## config.mk

```make
export PLATFORM = sky130hd
export DESIGN_NAME = tick_gen_multi
export DESIGN_NICKNAME = d
export VERILOG_FILES = /design/src/rtl/tick_gen_multi.sv
export SDC_FILE = /design/constraint.sdc
export NUM_CORES = 1
export LEC_CHECK = 0
export BUFFER_PORTS_ARGS = -buffer_cell sky130_fd_sc_hd__buf_2
export CORE_MARGIN = 3
export CORE_UTILIZATION = 55
export DETAILED_ROUTE_END_ITERATION = 8
export GPL_TIMING_DRIVEN = 0
export MAX_ROUTING_LAYER = met4
export PLACE_DENSITY_LB_ADDON = 0.25
export SYNTH_ARGS = -nofsm -noshare
export SYNTH_HDL_FRONTEND = slang
export SYNTH_SLANG_ARGS = --single-unit
export TNS_END_PERCENT = 30
```

## constraint.sdc

```tcl
create_clock -name clk -period 6.3 [get_ports clk]
set_input_delay 0.63 -clock clk [delete_from_list [all_inputs] [get_ports clk]]
set_output_delay 0.63 -clock clk [all_outputs]
set_load 0.005 [all_outputs]
```

## src/rtl/tick_gen_multi.sv

```systemverilog
// Multi-channel programmable tick generator: each channel strobes tick for one clk every Peff counting cycles.
// Tick is registered (first tick on the Peff-th counting edge); no backpressure, pause/en simply freeze counting.
module tick_gen_multi #(
    parameter int NUM_CH         = 4,
    parameter int CNT_W          = 32,
    parameter int DEFAULT_PERIOD = 100000000,
    parameter int CH_W           = 2
) (
    input  logic              clk,
    input  logic              rst,
    input  logic              cfg_we,
    input  logic [CH_W-1:0]   cfg_ch,
    input  logic [CNT_W-1:0]  cfg_period,
    input  logic [NUM_CH-1:0] en,
    input  logic [NUM_CH-1:0] mode,
    input  logic [NUM_CH-1:0] restart,
    input  logic              pause,
    output logic [NUM_CH-1:0] tick,
    output logic [NUM_CH-1:0] active
);

    logic [CNT_W-1:0]  period_q [NUM_CH];
    logic [CNT_W-1:0]  period_d [NUM_CH];
    logic [CNT_W-1:0]  cnt_q    [NUM_CH];
    logic [CNT_W-1:0]  cnt_d    [NUM_CH];
    logic [CNT_W-1:0]  last_cnt [NUM_CH];
    logic [NUM_CH-1:0] armed_q, armed_d;
    logic [NUM_CH-1:0] tick_q, tick_d;

    // Terminal count is Peff-1, with a zero period treated as one.
    always_comb begin
        for (int i = 0; i < NUM_CH; i++) begin
            last_cnt[i] = (period_q[i] == '0) ? '0 : period_q[i] - CNT_W'(1);
        end
    end

    always_comb begin
        for (int i = 0; i < NUM_CH; i++) begin
            period_d[i] = period_q[i];
            cnt_d[i]    = cnt_q[i];
            armed_d[i]  = armed_q[i];
            tick_d[i]   = 1'b0;

            // Out-of-range channel indices match no channel and are dropped.
            if (cfg_we && (cfg_ch == CH_W'(i))) begin
                period_d[i] = cfg_period;
            end

            if (restart[i]) begin
                cnt_d[i]   = '0;
                armed_d[i] = 1'b1;
            end else if (pause || !en[i] || (mode[i] && !armed_q[i])) begin
                cnt_d[i] = cnt_q[i];
            end else if (cnt_q[i] >= last_cnt[i]) begin
                cnt_d[i]  = '0;
                tick_d[i] = 1'b1;
                if (mode[i]) begin
                    armed_d[i] = 1'b0;
                end
            end else begin
                cnt_d[i] = cnt_q[i] + CNT_W'(1);
            end
        end
    end

    always_ff @(posedge clk) begin
        if (rst) begin
            for (int i = 0; i < NUM_CH; i++) begin
                period_q[i] <= CNT_W'(DEFAULT_PERIOD);
                cnt_q[i]    <= '0;
            end
            armed_q <= '1;
            tick_q  <= '0;
        end else begin
            for (int i = 0; i < NUM_CH; i++) begin
                period_q[i] <= period_d[i];
                cnt_q[i]    <= cnt_d[i];
            end
            armed_q <= armed_d;
            tick_q  <= tick_d;
        end
    end

    assign tick   = tick_q;
    assign active = en & ~{NUM_CH{pause}} & (~mode | armed_q);

endmodule
```

# After elaboration in Yosys (flattened, before gate mapping)

Memory sizes are Yosys's and may differ from the RTL's.
Cells that the tools add are included.
W data, S select, Z words.

Register bits: 8
Bits in writable memories: 256
Input bits: 50
Memories: 2

Multiplexer cells: 35
$add $sub $neg: 8
$lt $le $gt $ge: 4
Reduce and logical (&&, ||, !) cells: 41
Equal/unequal tests: 3
Bitwise operators: 17

Memories:

| name     | words | width | rd ports | clocked after memory_dff | write ports | line | RTL |
|---|---|---|---|---|---|---|---|
| cnt_q    | 4     | 32    | 4        | 0                        | 4           | 24   | `logic [CNT_W-1:0] cnt_q [NUM_CH];` |
| period_q | 4     | 32    | 4        | 0                        | 4           | 22   | `logic [CNT_W-1:0] period_q [NUM_CH];` |

Operators by type and width:

| operator                | count |
|---|---|
| $mux W32                | 28 |
| $add A32 B1 Y32 const B | 4 |
| $ge A32 B32 Y1          | 4 |
| $logic_not A32 Y1       | 4 |
| $sub A32 B1 Y32 const B | 4 |
| $reduce_and A3 Y1       | 4 |
| $reduce_or A3 Y1        | 4 |
| $and A4 B4 Y4           | 2 |
| $logic_and A1 B1 Y1     | 8 |
| $logic_not A1 Y1        | 8 |
| $logic_or A1 B1 Y1      | 8 |
| $not A4 Y4              | 2 |
| $or A1 B1 Y1            | 8 |
| $reduce_or A2 Y1        | 4 |
| $mux W1                 | 7 |
| $eq A2 B2 Y1 const B    | 2 |
| $not A1 Y1              | 4 |
| $or A4 B4 Y4            | 1 |
| $eq A2 B1 Y1 const B    | 1 |
| $logic_not A2 Y1        | 1 |

# Longest topological paths before layout

Gate-level depths: netlist of the first run.

Depth in word-level cells: 7
Depth in mapped cells: 18
Depth with buffers taken out: 15

# Least setup slack after synthesis of the first run

No wires, ideal clock.

Path kind: register to register
Start: memory period_q[0][13]
End: memory cnt_q[0][15]
Clock period less this slack: 4.696 ns
Data required time: 6.168 ns
Data arrival time: 4.564 ns
Setup slack: 1.604 ns
Cell stages (with the launch flop): 17
Library setup time: 0.132 ns
Path through: dfxtp_1 > or4_4 > or4_4 > or3_1 > buf_2 > or3_4 > buf_6 > buf_6 > nand2_1 > ha_1 > nand4_1 > nor3_1 > or4b_2 > a31o_2 > a21oi_1 > clkbuf_1 > nor3_1

RTL lines:

| what        | line |
|---|---|
| from (decl) | 22 |
| to (decl)   | 24 |

==> results of run 1 <==
[logic make-up after synthesis]
group	count (synthesis)	synth area share, %
buffers and inverters	106	2.658
and+or+nand+nor	1107	33.15
xor gates and xnor gates	219	11.95
muxes	3	0.1871
AOI/OAI and AO/OA	226	8.216
adders and majority gates	140	10.91
DFF	264	32.93
[where the power goes]
group          switching, mW  internal, mW  total [mW]
logic                  0.237         0.139       0.376
clock network          0.718          1.08        1.80
registers             0.0441          1.70        1.75
[how the worst max path moves through the flow]
stage                                            to  slack (ns)
after floorplan           cnt_q[0][15]$_SDFFE_PP0P_        1.60
after global placement    cnt_q[0][16]$_SDFFE_PP0P_        1.10
after global routing      cnt_q[0][27]$_SDFFE_PP0P_        0.61
after detailed placement  cnt_q[0][24]$_SDFFE_PP0P_        1.04
after CTS                 cnt_q[0][28]$_SDFFE_PP0P_        1.01
final                     cnt_q[0][13]$_SDFFE_PP0P_        0.97
[stage by stage]
| step | util (%) | cell area (µm²) | instances | hold slack, ns | setup slack (ns) |
|---|---|---|---|---|---|
| floorplan | - | 16050 | 2065 | 0.4492 | 1.604 |
| detailed placement | 59.53 | 16810 | 2500 | 0.4775 | 1.037 |
| finish | 63.20 | 17850 | 2559 | 0.2401 | 0.9704 |
| global route | 63.20 | 17850 | 2559 | 0.2435 | 0.6092 |
| CTS | 63.15 | 17830 | 2556 | 0.2267 | 1.011 |
| global placement | 59.53 | 16810 | 2500 | 0.4694 | 1.101 |
[Yosys cell counts (7+ instances only)]
cell type    n
nand2b_1    19
or3_1       19
ha_1       140
a21oi_1    142
a21o_1       9
dfxtp_1    264
and2_1      11
nand3_1     66
nand2_1    492
or2_2        7
xor2_1     138
nor4_1      36
xnor2_1     81
and4_1      18
a31oi_1      8
nor3_1      83
nor2b_1     11
nand4_1     44
and3_1      32
o21ai_0     21
inv_1       26
nand3b_1    63
clkbuf_1    70
or4_1       18
nor2_1     161
[cell type report]
class,instances,area (µm²),area share [%]
multi-input combinational,1695,10350,57.97
sequential,264,5285,29.61
clock buffer,45,877.1,4.914
tap,378,473.0,2.650
buffer,80,329.1,1.844
timing repair buffer,57,285.3,1.598
clock inverter,11,147.6,0.8272
inverter,26,97.59,0.5468
antenna,3,7.507,0.04206
[state kept, by name (all words and copies together) (netlist names)]
register / cells
tick: 4
period_q: 128
armed_q: 4
cnt_q: 128
[critical path, stage by stage, from the launching register on]
cell and delay (ns):
dfxtp_1 0.36, or4_4 0.56, or4_4 0.45, or3_1 0.36, buf_2 0.17, or3_4 0.38, buf_6 0.15, buf_6 0.13
nand2_1 0.06, ha_1 0.16, nand4_1 0.13, nor3_1 0.25, or4b_2 0.60, a31o_2 0.33, a21oi_1 0.55, clkbuf_1 0.44
nor3_1 0.10
[per-layer routing]
layer  routed length (µm)  up-vias  global-route usage (%)
met4                 1304        0                   7.725
met1                18850     6942                   35.46
li1                     -     7328                       -
met3                 2435       85                   3.818
met2                19090      360                   43.90
met5                    0        -                       -
==> summary.txt, run 1 <==
Worst setup path
  • Reg-to-reg startpoint: period_q[0][13]$_SDFFE_PP1P_
  • Critical path arrival: 5.77 ns
  • Setup crit start: period_q[0][13]$_SDFFE_PP1P_
  • Worst Path Required: 6.74 ns
  • Critical path endpoint category: register
  • RR Endpoint: cnt_q[0][13]$_SDFFE_PP0P_
  • Worst R2R Path Depth: 16
  • Kind of critical path: register to register
  • CP Launch Type: register
  • Register-to-Register Setup Slack: 0.97 ns
  • Critical-path maximum fanout: 10

Global route
  • First-pass GRT wire length: between 60 and 70 mm
  • Initial antenna violation count: 3
  • Gr usage total: 27.06%
  • GR Overflow Total: 0
  • Pin count of the biggest net entering global routing: 16
  • Vias in the first global route: 13,890

Flow run
  • Max Cap Viol: 0

Power and ir drop
  • Power Dens Cells: 219.9 mW/mm²
  • Total power: 3.924 mW
  • Static leakage: approximately 7.4 nW
  • Worst vdd ir: approximately 0.00025 V

Synthesis
  • Yosys top cell by area: dfxtp_1
  • Async S/R FF share, synth: 0%
  • #FFs+latches synth: 264
  • Mapped Avg Cell Area: 7.773 µm²
  • Top cells by area, synth: dfxtp_1, nand2_1, ha_1
  • Mapped Area: 0.01605 mm²
  • Sequential area share after synthesis: 32.93%
  • Ys flop type: dfxtp_1
  • Synth Instances: 2,065
  • Post-synth EDFFs: 0
  • Yosys cell types: 59
  • Ys Warns: 0
  • Synthesized Nets: ~2,300
  • Top-area cell type share of the netlist area: ~33%

Floorplanning
  • Die Width: roughly 180 µm
  • Die height: 176.8 µm
  • IO Pins: a little under 60
  • FP Rows: 61
  • Area of the core: around 0.028 mm²
  • Initial Util: 56.84%
  • Die area: 0.03127 mm²

Timing
  • Clock Skew: 0.02187 ns
  • Slew @ Worst Pin: 1.263 ns
  • Setup Viol. Count Final: 0
  • Slew Limit Fails: 0
  • Fmax: 187.6 MHz
  • Setup TNS: 0 ns
  • Final worst path period share: 84.60%
  • Final Hold Vio Count: 0
  • Relative slew slack: 15.05%
  • Final critical path time including I/O delays and setup: 5.330 ns
  • Unrepaired setup endpoints after global routing: false

Route
  • Wire per inst: 16.29 µm
  • Drt total wl: 41.68 mm
  • Vias/cell: between 5 and 6
  • Detailed Routing Iterations Pass 1: 5
  • DR DRC count: 0
  • Post-route antenna net violation count: 0
  • Via count: between 10,000 and 15,000
  • Detailed Route Iter0 Violations: ~1,100

Final layout
  • Most frequent cells in the layout: nand2_1, dfxtp_1, nor2_1
  • Share of post-route cells with drive strength above 1: under 10%
  • Area growth syn-to-layout: 11.19%
  • Commonest non-fill, non-tap cell in the layout: nand2_1
  • Nets: 2,344
  • FILL cells: roughly 2,600

Clock network
  • Clk buf depth: 3
  • Post-CTS setup buffer count: 0
  • Insertion delay to the later sink of the worst-skew pair: 0.57 ns
  • H-tree depth: 1
  • Number of CTS-inserted buffers: 30
  • CTS tree: yes
  • Reg clk slew, reported paths: 0.06 ns
  • CTS Hold Bufs: 0
  • CTS sink count: 264
  • Post-cts repair resize count: 0
  • Root Buffer: clkbuf_16

Worst hold path
  • Hold path depth: 2
  • Hold Crit Start: mode[0]
  • Worst hold path class: input port to register
  • Hold EP: armed_q[0]$_SDFFE_PP1P_

Placement
  • RePlAce Congestion: between 0.9 and 1
  • # port buffers: 57
  • Detailed Place HPWL: 31.66 mm

Run status
  • Status: complete, no violations
No activity file was read; power rests on OpenSTA's default activity.
==> run 2, diff against run 1 <==
==> constraint.sdc (replaced) <==
create_clock -name clk -period 4.69 [get_ports clk]
set_input_delay 0.469 -clock clk [delete_from_list [all_inputs] [get_ports clk]]
set_output_delay 0.469 -clock clk [all_outputs]
set_load 0.005 [all_outputs]
==> run 2 against run 1 <==
Compared with the run above: cell count rose by 0.23%; hold slack got worse by 0.14 ns; cell area rose by 1.3%; fmax rose by 16%; non-clock buffer count rose by 8; register-to-register slack got worse by 0.88 ns; critical path type unchanged.
==> summary.txt, run 2 (same netlist as run 1, synthesis figures left out) <==
Clock network
  • CTS Hold Bufs: 0
  • CTS tree: yes
  • Number of CTS-inserted buffers: 30
  • Insertion delay to the later sink of the worst-skew pair: 0.56 ns
  • Reg clk slew, reported paths: 0.06 ns
  • Root Buffer: clkbuf_16
  • Clk buf depth: 3
  • CTS sink count: 264
  • H-tree depth: 1

Power and ir drop
  • Net Sw Frac: between 20 and 30%
  • Total power: 5.202 mW
  • P_int: ~3.9 mW
  • Combinational power share: 9.9%
  • Clock Power Share: 44.9%
  • Power Dens Cells: 287.8 mW/mm²
  • Worst vdd ir: 0.0002959 V
  • Switching power: 1.316 mW
  • Seq pwr share: 45.1%
  • Static leakage: around 7.5 nW

Worst setup path
  • Critical path endpoint category: register
  • Kind of critical path: register to register
  • Top delay family on crit path: simple AND/OR/NAND/NOR gates
  • Critical path arrival: 5.08 ns
  • Critical-path maximum fanout: 10
  • Worst path cell trace: or4_4 -> or4_4 -> or2_1 -> buf_2 -> nor3_1 -> nor3_1 -> a22oi_1 -> ha_1 -> a21oi_1 -> o21ai_0 -> a221oi_1 -> o2bb2ai_1 -> a311o_1 -> clkbuf_4 -> nor2_1
  • Worst Path Buf+Inv: 2
  • Worst path slowest cell: or4_4
  • CP Launch Type: register
  • Worst Path Required: between 5 and 6 ns
  • CP max stage delay: 0.57 ns

Route
  • Drt total wl: 42.14 mm
  • Wire per inst: between 15 and 20 µm
  • Detailed Routing Iterations Pass 1: 5
  • Vias/cell: 5.736
  • Detailed Route Iter0 Violations: approximately 960
  • DR DRC count: 0
  • Post-route antenna net violation count: 0
  • Via count: 14,710

Worst hold path
  • Worst hold path class: input port to register

Final layout
  • Nets: 2,352
  • Most frequent cells in the layout: nand2_1, dfxtp_1, nor2_1
  • Area growth syn-to-layout: 12.60%
  • Regs by FF count: cnt_q: 128 flops, period_q: 128 flops
  • FILL cells: 2,520
  • Share of post-route cells with drive strength above 1: just under 8%
  • Commonest non-fill, non-tap cell in the layout: nand2_1
  • Post-Layout Cell Count: 2,565
  • Final Util: between 60% and 70%

Placement
  • Placed insts: ~2,500
  • RePlAce Congestion: 0.9021
  • # port buffers: 57
  • Detailed Place HPWL: 31.69 mm

Timing
  • Relative slew slack: 18.35%
  • Clock Skew: 0.02046 ns
  • Final Hold Vio Count: 0
  • Final critical path time including I/O delays and setup: 4.600 ns
  • Unrepaired setup endpoints after global routing: true
  • Slew Limit Fails: 0
  • Slew @ Worst Pin: between 1 and 1.5 ns
  • Fmax: between 200 and 250 MHz
  • Setup Viol. Count Final: 0
  • Final worst path period share: 98.07%

Flow run
  • Max Cap Viol: 0

Floorplanning
  • Initial Util: 56.84%
  • Area of the core: 0.02824 mm²
  • Die Width: approximately 180 µm
  • IO Pins: between 50 and 60
  • Die height: 176.8 µm
  • Die area: about 0.031 mm²
  • FP Rows: 61

Global route
  • Initial antenna violation count: 3
  • Pin count of the biggest net entering global routing: 15
  • First-pass GRT wire length: approximately 69 mm
  • Gr usage total: 27.36%
  • Vias in the first global route: between 10,000 and 15,000
  • GR Overflow Total: 0

Run status
  • Status: complete, no violations
-- run 2: changes by cell type in the layout (fill, tap and decap cells not counted), moves of 2 or more --
cell	change
clkbuf_1	-13
nor3_2	+4
clkbuf_2	+8
nor4_1	-6
nor4_4	+2
nor3_1	-4
buf_4	+8
clkbuf_16	+2
clkbuf_4	+3
buf_8	+2
nor4_2	+4
buf_1	-2
-- run 2: power by group through the flow --
stage / registers, mW / logic [mW] / clock network [mW]
after floorplan: 2.38 / 0.341 / 0
after global placement: 2.39 / 0.481 / 0
after detailed placement: 2.40 / 0.497 / 0
after CTS: 2.35 / 0.502 / 2.37
after global routing: 2.35 / 0.579 / 2.46
final: 2.35 / 0.516 / 2.34
-- run 2: cell type report --
cell class / count / area (µm²) / share of cell area [%]
sequential: 264 / 5285 / 29.24
antenna: 3 / 7.507 / 0.04153
timing repair buffer: 66 / 374.1 / 2.070
clock inverter: 8 / 90.09 / 0.4984
buffer: 79 / 374.1 / 2.070
tap: 378 / 473.0 / 2.617
clock buffer: 46 / 892.1 / 4.936
inverter: 26 / 97.59 / 0.5399
multi-input combinational: 1695 / 10480 / 57.99
-- run 2: path summary, 6_finish.rpt --
check	startpoint	end	slack (ns)	cells past startpoint
worst min register to register	period_q[1][5]$_SDFFE_PP0P_	period_q[1][5]$_SDFFE_PP0P_	0.48	2
worst max register to register	period_q[3][9]$_SDFFE_PP0P_	cnt_q[3][4]$_SDFFE_PP0P_	0.09	15
worst min-delay path	mode[0]	armed_q[0]$_SDFFE_PP1P_	0.1	2
worst max-delay path	period_q[3][9]$_SDFFE_PP0P_	cnt_q[3][4]$_SDFFE_PP0P_	0.09	15
-- run 2: worst reg2reg max path, delay by kind of cell, from the launching register on --
| kind | cells | cell delay, ns |
|---|---|---|
| AND/OR/NAND/NOR | 6 | 2.09 |
| AO/OA/AOI/OAI | 6 | 1.40 |
| buffers and inverters | 2 | 0.39 |
| flip-flops | 1 | 0.35 |
| adder cells (fa/ha/maj) | 1 | 0.28 |
-- run 2: layer usage --
layer / GRT usage [%] / part of all wire (%) / vias to the layer above
li1: - / - / 7357
met1: 35.73 / 45 / 6916
met2: 44.80 / 47 / 361
met3: 3.990 / 5.6 / 80
met4: 6.972 / 2.7 / 0
met5: - / 0 / -
-- run 2: per-stage QoR --
| step | setup TNS, ns | hold WS, ns | setup WS [ns] | instance area, µm² |
|---|---|---|---|---|
| finish | 0 | 0.09555 | 0.09041 | 18070 |
| global route | -1.710 | 0.1079 | -0.06276 | 18070 |
| CTS | 0 | 0.07925 | 0.008551 | 17870 |
| detailed placement | -16.06 | 0.4784 | -0.4810 | 16810 |
| global placement | -11.88 | 0.4696 | -0.4711 | 16810 |
| floorplan | 0 | 0.4492 | 0.1134 | 16060 |
-- run 2: timing repair --
| item | 4_1_cts | 5_1_grt |
|---|---|---|
| resized for setup | 16 | 44 |
| gates cloned | 0 | 1 |
| pin swaps | 1 | 7 |
| setup buffers | 2 | 6 |
| endpoints found under the setup margin | 90 | 122 |
| endpoints found under the hold margin | 0 | 0 |
